### src/rtl/rgb_dither_pipe.sv
// Two-stage ordered-dither pipe: multi-bit colour to a narrower DAC bus
// with 4x4 Bayer thresholds, optional temporal rotation and delayed syncs.
module rgb_dither_pipe #(
   parameter int CHANNELS = 3,
   parameter int IN_BITS  = 2,
   parameter int OUT_BITS = 1
) (
   input  logic                         clk,
   input  logic                         reset_n,
   input  logic [1:0]                   mode,
   input  logic                         hsync_n,
   input  logic                         vsync_n,
   input  logic                         de,
   input  logic [1:0]                   xlo,
   input  logic [1:0]                   ylo,
   input  logic [CHANNELS*IN_BITS-1:0]  rgb_in,
   output logic [CHANNELS*OUT_BITS-1:0] rgb_out,
   output logic                         hsync_n_out,
   output logic                         vsync_n_out,
   output logic                         de_out,
   output logic [1:0]                   frame
);

   localparam int D  = IN_BITS - OUT_BITS;
   localparam int IW = CHANNELS * IN_BITS;
   localparam int OW = CHANNELS * OUT_BITS;

   localparam logic [3:0] BAYER [16] = '{
      4'd0,  4'd8,  4'd2,  4'd10,
      4'd12, 4'd4,  4'd14, 4'd6,
      4'd3,  4'd11, 4'd1,  4'd9,
      4'd15, 4'd7,  4'd13, 4'd5
   };

   logic [IW-1:0] rgb_s1_q, rgb_s1_d;
   logic          de_s1_q, de_s1_d;
   logic          hs_s1_q, hs_s1_d;
   logic          vs_s1_q, vs_s1_d;
   logic [3:0]    t_q, t_d;
   logic [OW-1:0] rgb_out_q, rgb_out_d;
   logic          de_s2_q, de_s2_d;
   logic          hs_s2_q, hs_s2_d;
   logic          vs_s2_q, vs_s2_d;
   logic [1:0]    frame_q, frame_d;
   logic [1:0]    mode_q, mode_d;

   logic          fall;
   logic [1:0]    bx, by;
   logic [OW-1:0] dith;

   always_comb begin
      fall    = vs_s2_q & ~vs_s1_q;
      frame_d = frame_q;
      mode_d  = mode_q;
      if (fall) begin
         frame_d = frame_q + 2'd1;
         mode_d  = mode;
      end
      bx = xlo;
      by = ylo;
      if (mode_q == 2'd2) begin
         bx = xlo + frame_q;
         by = ylo + {frame_q[0], frame_q[1]};
      end
      // Truncate uses t=15: no fraction can exceed it, so nothing rounds up.
      t_d      = (mode_q == 2'd0) ? 4'hf : BAYER[{by, bx}];
      rgb_s1_d = rgb_in;
      de_s1_d  = de;
      hs_s1_d  = hsync_n;
      vs_s1_d  = vsync_n;
   end

   for (genvar c = 0; c < CHANNELS; c++) begin : g_ch
      logic [IN_BITS-1:0]  v;
      logic [OUT_BITS-1:0] q;
      logic [3:0]          fs;
      logic                inc;
      always_comb begin
         v   = rgb_s1_q[c*IN_BITS +: IN_BITS];
         q   = v[IN_BITS-1:D];
         fs  = 4'(v[D-1:0]) << (4 - D);
         inc = (fs > t_q) && (q != '1);
      end
      assign dith[c*OUT_BITS +: OUT_BITS] = inc ? q + OUT_BITS'(1) : q;
   end

   always_comb begin
      rgb_out_d = de_s1_q ? dith : '0;
      de_s2_d   = de_s1_q;
      hs_s2_d   = hs_s1_q;
      vs_s2_d   = vs_s1_q;
   end

   always_ff @(posedge clk or negedge reset_n) begin
      if (!reset_n) begin
         rgb_s1_q  <= '0;
         de_s1_q   <= 1'b0;
         hs_s1_q   <= 1'b1;
         vs_s1_q   <= 1'b1;
         t_q       <= '0;
         rgb_out_q <= '0;
         de_s2_q   <= 1'b0;
         hs_s2_q   <= 1'b1;
         vs_s2_q   <= 1'b1;
         frame_q   <= '0;
         mode_q    <= '0;
      end else begin
         rgb_s1_q  <= rgb_s1_d;
         de_s1_q   <= de_s1_d;
         hs_s1_q   <= hs_s1_d;
         vs_s1_q   <= vs_s1_d;
         t_q       <= t_d;
         rgb_out_q <= rgb_out_d;
         de_s2_q   <= de_s2_d;
         hs_s2_q   <= hs_s2_d;
         vs_s2_q   <= vs_s2_d;
         frame_q   <= frame_d;
         mode_q    <= mode_d;
      end
   end

   assign rgb_out     = rgb_out_q;
   assign hsync_n_out = hs_s2_q;
   assign vsync_n_out = vs_s2_q;
   assign de_out      = de_s2_q;
   assign frame       = frame_q;

endmodule

### config.mk
export PLATFORM = sky130hd
export DESIGN_NAME = rgb_dither_pipe
export DESIGN_NICKNAME = d
export VERILOG_FILES = /design/src/rtl/rgb_dither_pipe.sv
export SDC_FILE = /design/constraint.sdc
export NUM_CORES = 1
export LEC_CHECK = 0
export ABC_AREA = 0
export CORE_MARGIN = 3
export CORE_UTILIZATION = 45
export CTS_CLUSTER_SIZE = 20
export DETAILED_ROUTE_END_ITERATION = 10
export PLACE_DENSITY = 0.73
export SYNTH_ARGS = -nofsm -noshare
export SYNTH_HDL_FRONTEND = slang
export SYNTH_SLANG_ARGS = --single-unit
export TNS_END_PERCENT = 1
### constraint.sdc
create_clock -name clk -period 1.9 [get_ports clk]
set_clock_uncertainty 0.15 [all_clocks]
set_input_delay 0.19 -clock clk [delete_from_list [all_inputs] [get_ports clk]]
set_output_delay 0.19 -clock clk [all_outputs]
set_load 0.02 [all_outputs]
Yosys cells after proc, flatten, opt, wreduce, memory -nomap -nowiden
Memories as Yosys holds them, arrays and structs flattened.
Index checks and enable logic that the tools add are counted.
{ "totals": {"regBits": 23, "rom_bits": 64, "inputBits": 17, "out_inout_bits": 8, "word_cells": 42, "mem_count": 1} }
{ "memory_table": {"columns": ["name", "words", "word_bits", "read_ports", "rd_clocked_by_memory_dff", "write_ports", "line_no", "rtl"], "rows": [
  ["(name not given)", 16, 4, 1, 0, 0, "66", "t_d = (mode_q == 2'd0) ? 4'hf : BAYER[{by, bx}];"]
]} }
{ "classes": {"n_addsub": 6, "order_cmp": 4, "n_eq_ne": 1, "muxes": 9, "n_bitwise": 6, "reduce_logical": 4} }
{ "ops": {"columns": ["cell", "count"], "rows": [
  ["4-bit greater-than comparator", 3],
  ["4-bit two-way mux", 3],
  ["5-bit greater-or-equal comparator, second input constant", 1],
  ["4-bit NOT with 5-bit output", 1],
  ["2-bit adder", 2],
  ["2-bit two-way mux", 2],
  ["1-bit NOT", 4],
  ["1-bit adder, second input constant", 3],
  ["1-bit logical AND", 3],
  ["1-bit two-way mux", 3],
  ["3-bit two-way mux", 1],
  ["2-bit by 1-bit adder with 2-bit output, second input constant", 1],
  ["2-bit equality test, second input constant", 1],
  ["2-bit zero test", 1],
  ["1-bit bitwise AND", 1]
]} }

Logic depth before layout (Yosys ltp)
Gate-level depths: netlist of run 1.
{ "depth": {"depth_word": 7, "depth_mapped": 5, "mapped_depth_nobuf": 5} }

Worst setup path before layout of run 1
No wires, ideal clock.
{ "synth_path": {"path_type": "register -> register", "startpoint": "register frame_q[1] (netlist: frame[1])", "endpoint": "register t_q[1]", "arrival_ns": 1.518, "required_time_ns": 1.668, "path_slack_ns": 0.150, "stages_incl_launch_ff": 6, "synth_period_minus_slack_ns": 1.750, "cell_sequence": "dfrtp_1 > ha_1 > xor2_1 > xnor2_1 > mux2_1 > a22oi_2"} }
{ "synth_via": {"elab_chain_len": 7, "elab_cells_between_ends": 9, "cone_classes": "2 x add/sub; 5 x mux; 1 x bitwise; 1 x memory"} }
{ "synth_rtl": {"columns": ["item", "line_no", "rtl"], "rows": [
  ["from (decl)", "44", "logic [1:0] frame_q, frame_d;"],
  ["from (signal assigned)", "117", "frame_q <= frame_d;"],
  ["2-bit adder (on tied branches)", "62, 63", null],
  ["2-bit two-way mux", "61", "if (mode_q == 2'd2) begin"],
  ["4-bit NOT with 5-bit output (not written as such) *", "66", null],
  ["memory read 16 x 4 bit *", null, null],
  ["4-bit two-way mux (not written as such) * (2 in a row)", "66", null],
  ["4-bit two-way mux *", "66", null],
  ["net t_d[1]", "39", "logic [3:0] t_q, t_d;"],
  ["to (signal assigned)", "112", "t_q <= t_d;"],
  ["to (decl)", "39", null]
]} }
Mark *: on every way through the listed nets, which the timed path passes. The rest lies on a longest branch. The select of a mux whose other input is x is not followed.
A chain may end at the register's enable or synchronous reset.

Worst setup path in the final report of run 1
{ "layout_path": {"startpoint": "register vs_s2_q (netlist: vsync_n_out)", "endpoint": "output port vsync_n_out"} }
{ "layout_lines": {"columns": ["item", "line_no", "rtl"], "rows": [
  ["from (decl)", "43", "logic vs_s2_q, vs_s2_d;"],
  ["from (signal assigned)", "116", "vs_s2_q <= vs_s2_d;"],
  ["to (decl)", "19", "output logic vsync_n_out,"]
]} }
No word-level cell between the ends.

==> results.sh, run 1 <==
export IMPL_status="complete, no violations"
export IMPL_clkSinkCount=23
export IMPL_grt_usage=0.137
export IMPL_synthTopCellsByCount="dfrtp_1, a21oi_1, xnor2_1"
export IMPL_ir_drop_mv=0.745
export IMPL_synth_async_reset_ratio=1.00
export IMPL_dp_slack_ps=-7.62
export IMPL_n_antenna_cell=0
export IMPL_synthCells=65
export IMPL_num_io_pins=25
export IMPL_synth_edff_count=0
export IMPL_synthSimpleGateAreaFrac=0.0877
export IMPL_finalSetupViolCount=0
export IMPL_area_growth_pct=36.1
export IMPL_power_frac_seq=0.482
export IMPL_critPathBufInv=1
export IMPL_via_per_inst=4.64
export IMPL_synth_compound_gate_area_share=0.0537
export IMPL_critPathLaunchType="flop"
export IMPL_dp_hpwl_um=1040
export IMPL_syn_mean_instance_area_um2=13.6
export IMPL_grt_pass1_wl_um=2530
export IMPL_yosys_mux_area_fraction=0.0382
export IMPL_grt_overflow_total=0
export IMPL_num_vias=557
export IMPL_nFillCells=151
export IMPL_total_power_mw=1.30
export IMPL_place_congestion=0.778
export IMPL_regToRegStartpoint="frame[1]$_DFFE_PN0P_"
export IMPL_drv_slew=0
export IMPL_drt_iter0_markers=2
export IMPL_finalNetCount=118
export IMPL_die_x_um=50.3
export IMPL_firstDrtPassIters=2
export IMPL_grt_max_degree=24
export IMPL_antenna_found_initial=0
export IMPL_syn_area_um2=885
export IMPL_switchingPower_uw=400
export IMPL_critPathCaptureType="primary output"
export IMPL_synth_top_family_by_area="simple AND/OR/NAND/NOR gates"
export IMPL_postCtsSetupRepairBufs=0
export IMPL_critPathMaxStageDelay_ps=600
export IMPL_p_leak_nw=0.508
export IMPL_drc=0
export IMPL_clock_latency_ps=310
export IMPL_start_util=0.496
export IMPL_num_rows=15
export IMPL_wire_per_inst_um=11.6
export IMPL_rr_worst_depth=5
export IMPL_cts_tree="yes"
export IMPL_io_buffers=24
export IMPL_clkPwrFrac=0.174
export IMPL_final_hold_violation_count=0
export IMPL_cp_required_ps=1560
export IMPL_die_y_um=50.3
export IMPL_wl_um=1390
export IMPL_instances_no_fill=120
export IMPL_synth_top_area_share=0.537
export IMPL_yosysMostFrequentCell="dfrtp_1"
export IMPL_die_area_um2=2530
export IMPL_period_minus_slack_ps=1800
export IMPL_p_int_uw=904
export IMPL_synthAdderAreaFrac=0.0707
export IMPL_core_area_um2=1780
export IMPL_syn_nets=87
export IMPL_crit_slowest_cell="clkdlybuf4s50_1"
export IMPL_ys_flop_type="dfrtp_1"
export IMPL_finalCritPeriodShare=0.948
export IMPL_hold_class="in -> async"
export IMPL_final_core_util=0.675
export IMPL_cp_data_arrival_time_ps=1460
export IMPL_power_share_switching=0.307
export IMPL_placedCellCount=116
export IMPL_h_tree_depth=1
export IMPL_reg2reg_slack_ps=220
export IMPL_path_clk_slew_ps=130
export IMPL_powerDensity_nw_per_um2=1080
export IMPL_p_comb_frac=0.344
export IMPL_ant_nets=0
export IMPL_root_buffer="clkbuf_4"
export IMPL_clockBufferDepth=2
export IMPL_path_max_fanout=2
export IMPL_rsz0062_at_grt="no"
export IMPL_ys_warn_count=0
export IMPL_tightest_slew_ps=351
export IMPL_worst_slack_ps=99.1
export IMPL_synth_seq_cells=23
export IMPL_layout_drive_gt1_share=0.147
export IMPL_yosys_top_cells_area="dfrtp_1, dfstp_2, ha_1"
export IMPL_synth_xor_area_frac=0.0792
export IMPL_cts_buffers=3
export IMPL_cp_cell_sequence="clkdlybuf4s50_1"
export IMPL_grt_pass1_vias=570
export IMPL_max_cap_violations=0
export IMPL_cp_top_family="buffers and inverters"
export IMPL_timing_fmax_mhz=555
export IMPL_reg2reg_to="t_q[1]$_DFF_PN0_"
export IMPL_startpoint="vsync_n_out$_DFF_PN1_"
export IMPL_post_cts_resized=0
export IMPL_yosysUniqueCellTypes=18
export IMPL_path_class="reg -> out"
export IMPL_hold_buffers=0
export IMPL_synth_area_leader_cell="dfrtp_1"
export IMPL_ys_seq_area_frac=0.656
export IMPL_relSlewSlack=0.764
export IMPL_tns_ps=0
==> worst max path at each step <==
| stage | end | slack [ps] | cells past startpoint |
|---|---|---|---|
| after floorplan | t_q[1]$_DFF_PN0_ | 150 | 5 |
| after global placement | t_q[1]$_DFF_PN0_ | 30 | 6 |
| after detailed placement | t_q[1]$_DFF_PN0_ | -8 | 6 |
| after CTS | vsync_n_out | 80 | 1 |
| after global routing | vsync_n_out | 20 | 1 |
| final | vsync_n_out | 100 | 1 |
==> sequential cells by signal, summed over array words and instances, names as in the netlist, 2 cells and up <==
signal and flops:
mode_q 2, rgb_out 3, t_q 4, rgb_s1_q 6, frame 2
==> area by class of cell <==
class | instances | area [um2] | area share
sequential | 23 | 581 | 0.482
multi-input combinational | 39 | 292 | 0.242
clock buffer | 3 | 22.5 | 0.0187
clock inverter | 1 | 7.51 | 0.00624
inverter | 2 | 7.51 | 0.00624
tap | 25 | 31.3 | 0.0260
timing repair buffer | 27 | 263 | 0.218
==> worst reg2reg max path: stages (launching register included) <==
cell and delay (ps):
dfrtp_1 450, ha_1 210, xor2_1 200, xnor2_1 150
mux2_1 350, a22oi_2 110
==> metal layers <==
| metal | track usage | wire length, um |
|---|---|---|
| met2 | 0.220 | 643 |
| met4 | 0.0538 | 23 |
| met1 | 0.157 | 592 |
| met3 | 0.0682 | 132 |
| met5 | 0 | 0 |
==> cells in the final DEF (no fill, tap or decap) <==
cell type and count:
dfrtp_1 19, xnor2_1 6, xor2_1 2, clkbuf_4 3, inv_1 2, nor3_1 1, o21ai_0 1, nor2_1 2
nand3b_1 1, dfstp_2 4, a21oi_1 6, clkdlybuf4s50_1 24, clkinvlp_4 1, nor2b_1 5, ha_1 5, mux2_2 2
buf_4 3, a22oi_2 1, nand2_1 5, mux2_1 1, nor3b_1 1
==> power by group through the flow <==
stage | sequential [mW] | clock [mW] | combinational, mW
final | 0.629 | 0.227 | 0.449
after global routing | 0.644 | 0.264 | 0.505
after CTS | 0.631 | 0.239 | 0.458
after detailed placement | 0.640 | 0 | 0.453
after global placement | 0.639 | 0 | 0.446
after floorplan | 0.664 | 0 | 0.251
==> kinds of logic after synthesis <==
kind of cell / after synthesis
simple gates: 15
compound gates: 8
xor+xnor: 8
flops: 23
mux: 3
fa+ha+maj: 5
buf+inv: 3
==> metrics by stage <==
step	area, um2	hold WS (ps)
6_report	1200	57.1
5_1_grt	1200	47.0
4_1_cts	1200	55.4
3_5_place_dp	1170	199
3_3_place_gp	1170	196
2_1_floorplan	885	-256
Note: power is estimated with default switching activity, not from simulation.
==> run 2, diff against run 1 <==
--- a/config.mk
+++ b/config.mk
@@ -6,11 +6,14 @@
 export NUM_CORES = 1
 export LEC_CHECK = 0
 export ABC_AREA = 0
+export CAP_MARGIN = 20
 export CORE_MARGIN = 3
 export CORE_UTILIZATION = 45
 export CTS_CLUSTER_SIZE = 20
 export DETAILED_ROUTE_END_ITERATION = 10
 export PLACE_DENSITY = 0.73
+export RECOVER_POWER = 25
+export REMOVE_ABC_BUFFERS = 1
 export SYNTH_ARGS = -nofsm -noshare
 export SYNTH_HDL_FRONTEND = slang
 export SYNTH_SLANG_ARGS = --single-unit
==> run 2 against run 1 <==
- setup slack gained 23 ps
- sequential share of layout area grew 0.25 points
- worst hold slack gained 160 ps
- count of clock-buffer cells in the layout is the same
- power shrank 0.94%
- final area shrank 0.52%
- routed wire length grew 7.3%
- register-to-register slack is essentially flat
- die area is the same
- sequential cell count is the same
- critical path type unchanged
- largest power group unchanged
==> results.sh, run 2 (synthesis gave the netlist of run 1 again) <==
export IMPL_path_class="reg -> out"
export IMPL_critPathMaxStageDelay_ps=600
export IMPL_start_util=0.496
export IMPL_finalNetCount=118
export IMPL_worst_slack_ps=122
export IMPL_rsz0062_at_grt="no"
export IMPL_die_area_um2=2530
export IMPL_drc=0
export IMPL_num_io_pins=25
export IMPL_cp_cell_sequence="clkdlybuf4s50_1"
export IMPL_post_cts_resized=0
export IMPL_grt_usage=0.138
export IMPL_timing_fmax_mhz=562
export IMPL_total_power_mw=1.29
export IMPL_antenna_found_initial=0
export IMPL_clock_latency_ps=300
export IMPL_path_clk_slew_ps=120
export IMPL_core_area_um2=1780
export IMPL_wl_um=1490
export IMPL_cp_required_ps=1560
export IMPL_root_buffer="clkbuf_4"
export IMPL_mostFrequentLayoutCells="dfrtp_1, clkdlybuf4s50_1, dlygate4sd3_1"
export IMPL_n_antenna_cell=0
export IMPL_drv_slew=0
export IMPL_grt_pass1_vias=589
export IMPL_power_share_switching=0.305
export IMPL_grt_pass1_wl_um=2670
export IMPL_path_max_fanout=2
export IMPL_hold_class="reg -> reg"
export IMPL_largest_register_ffs=6
export IMPL_ir_drop_mv=0.767
export IMPL_h_tree_depth=1
export IMPL_p_comb_frac=0.344
export IMPL_nFillCells=133
export IMPL_dp_hpwl_um=1130
export IMPL_place_congestion=0.765
export IMPL_finalSetupViolCount=0
export IMPL_die_y_um=50.3
export IMPL_p_leak_nw=0.511
export IMPL_area_growth_pct=35.4
export IMPL_grt_max_degree=24
export IMPL_clkPwrFrac=0.167
export IMPL_drt_iter0_markers=3
export IMPL_firstDrtPassIters=3
export IMPL_final_hold_violation_count=0
export IMPL_wire_per_inst_um=12.4
export IMPL_layout_commonest_cell="dfrtp_1"
export IMPL_clkSinkCount=23
export IMPL_cp_top_family="buffers and inverters"
export IMPL_die_x_um=50.3
export IMPL_io_buffers=24
export IMPL_tns_ps=0
export IMPL_ant_nets=0
export IMPL_p_int_uw=898
export IMPL_final_core_util=0.672
export IMPL_tightest_slew_ps=1180
export IMPL_num_vias=548
export IMPL_cp_data_arrival_time_ps=1440
export IMPL_critPathBufInv=1
export IMPL_finalCritPeriodShare=0.936
export IMPL_crit_slowest_cell="clkdlybuf4s50_1"
export IMPL_via_per_inst=4.57
export IMPL_cts_buffers=3
export IMPL_power_frac_seq=0.490
export IMPL_relSlewSlack=0.214
export IMPL_clockBufferDepth=2
export IMPL_powerDensity_nw_per_um2=1080
export IMPL_postCtsSetupRepairBufs=0
export IMPL_layout_drive_gt1_share=0.137
export IMPL_status="complete, no violations"
export IMPL_hold_buffers=0
export IMPL_dp_slack_ps=-4.95
export IMPL_critPathCaptureType="primary output"
export IMPL_grt_overflow_total=0
export IMPL_max_cap_violations=0
export IMPL_critPathLaunchType="flop"
export IMPL_num_rows=15
export IMPL_regMostFlops="rgb_s1_q"
export IMPL_period_minus_slack_ps=1780
export IMPL_cts_tree="yes"
export IMPL_switchingPower_uw=395
==> run 2: power by group through the flow <==
stage / Clock (mW) / Combinational (mW) / Sequential, mW
floorplan: 0 / 0.243 / 0.669
global placement: 0 / 0.447 / 0.640
detailed placement: 0 / 0.454 / 0.646
CTS: 0.222 / 0.456 / 0.637
global route: 0.248 / 0.494 / 0.649
finish: 0.215 / 0.444 / 0.633
==> run 2: routing by layer <==
metal | vias to the layer above | GRT usage | part of all wire
met1 | 254 | 0.181 | 0.45
met4 | 0 | 0.0404 | 0.011
met3 | 2 | 0.0475 | 0.066
met5 | - | 0 | 0
met2 | 19 | 0.217 | 0.48
li1 | 273 | - | -
==> run 2: final cells by class <==
class | instances | area, um2 | area share
timing repair buffer | 27 | 259 | 0.216
multi-input combinational | 39 | 292 | 0.243
clock buffer | 3 | 22.5 | 0.0188
clock inverter | 1 | 5.00 | 0.00418
tap | 25 | 31.3 | 0.0261
inverter | 2 | 7.51 | 0.00627
sequential | 23 | 581 | 0.485
==> run 2: per-stage QoR <==
stage,hold slack (ps),cells,cell area [um2]
4_1_cts,85.2,120,1200
5_1_grt,220,120,1200
3_5_place_dp,200,116,1170
2_1_floorplan,-256,64,880
6_report,218,120,1200
3_3_place_gp,196,116,1170
==> run 2: worst paths after layout <==
| kind | startpoint | endpoint | slack (ps) | cells past startpoint |
|---|---|---|---|---|
| max | vsync_n_out$_DFF_PN1_ | vsync_n_out | 120 | 1 |
| min | hs_s1_q$_DFF_PN1_ | hsync_n_out$_DFF_PN1_ | 220 | 0 |
| max reg2reg | frame[1]$_DFFE_PN0P_ | t_q[1]$_DFF_PN0_ | 210 | 5 |
| min reg2reg | hs_s1_q$_DFF_PN1_ | hsync_n_out$_DFF_PN1_ | 220 | 0 |
| max in group asynchronous | reset_n | rgb_s1_q[0]$_DFF_PN0_ | 420 | 2 |
| min in group asynchronous | reset_n | t_q[0]$_DFF_PN0_ | 490 | 2 |
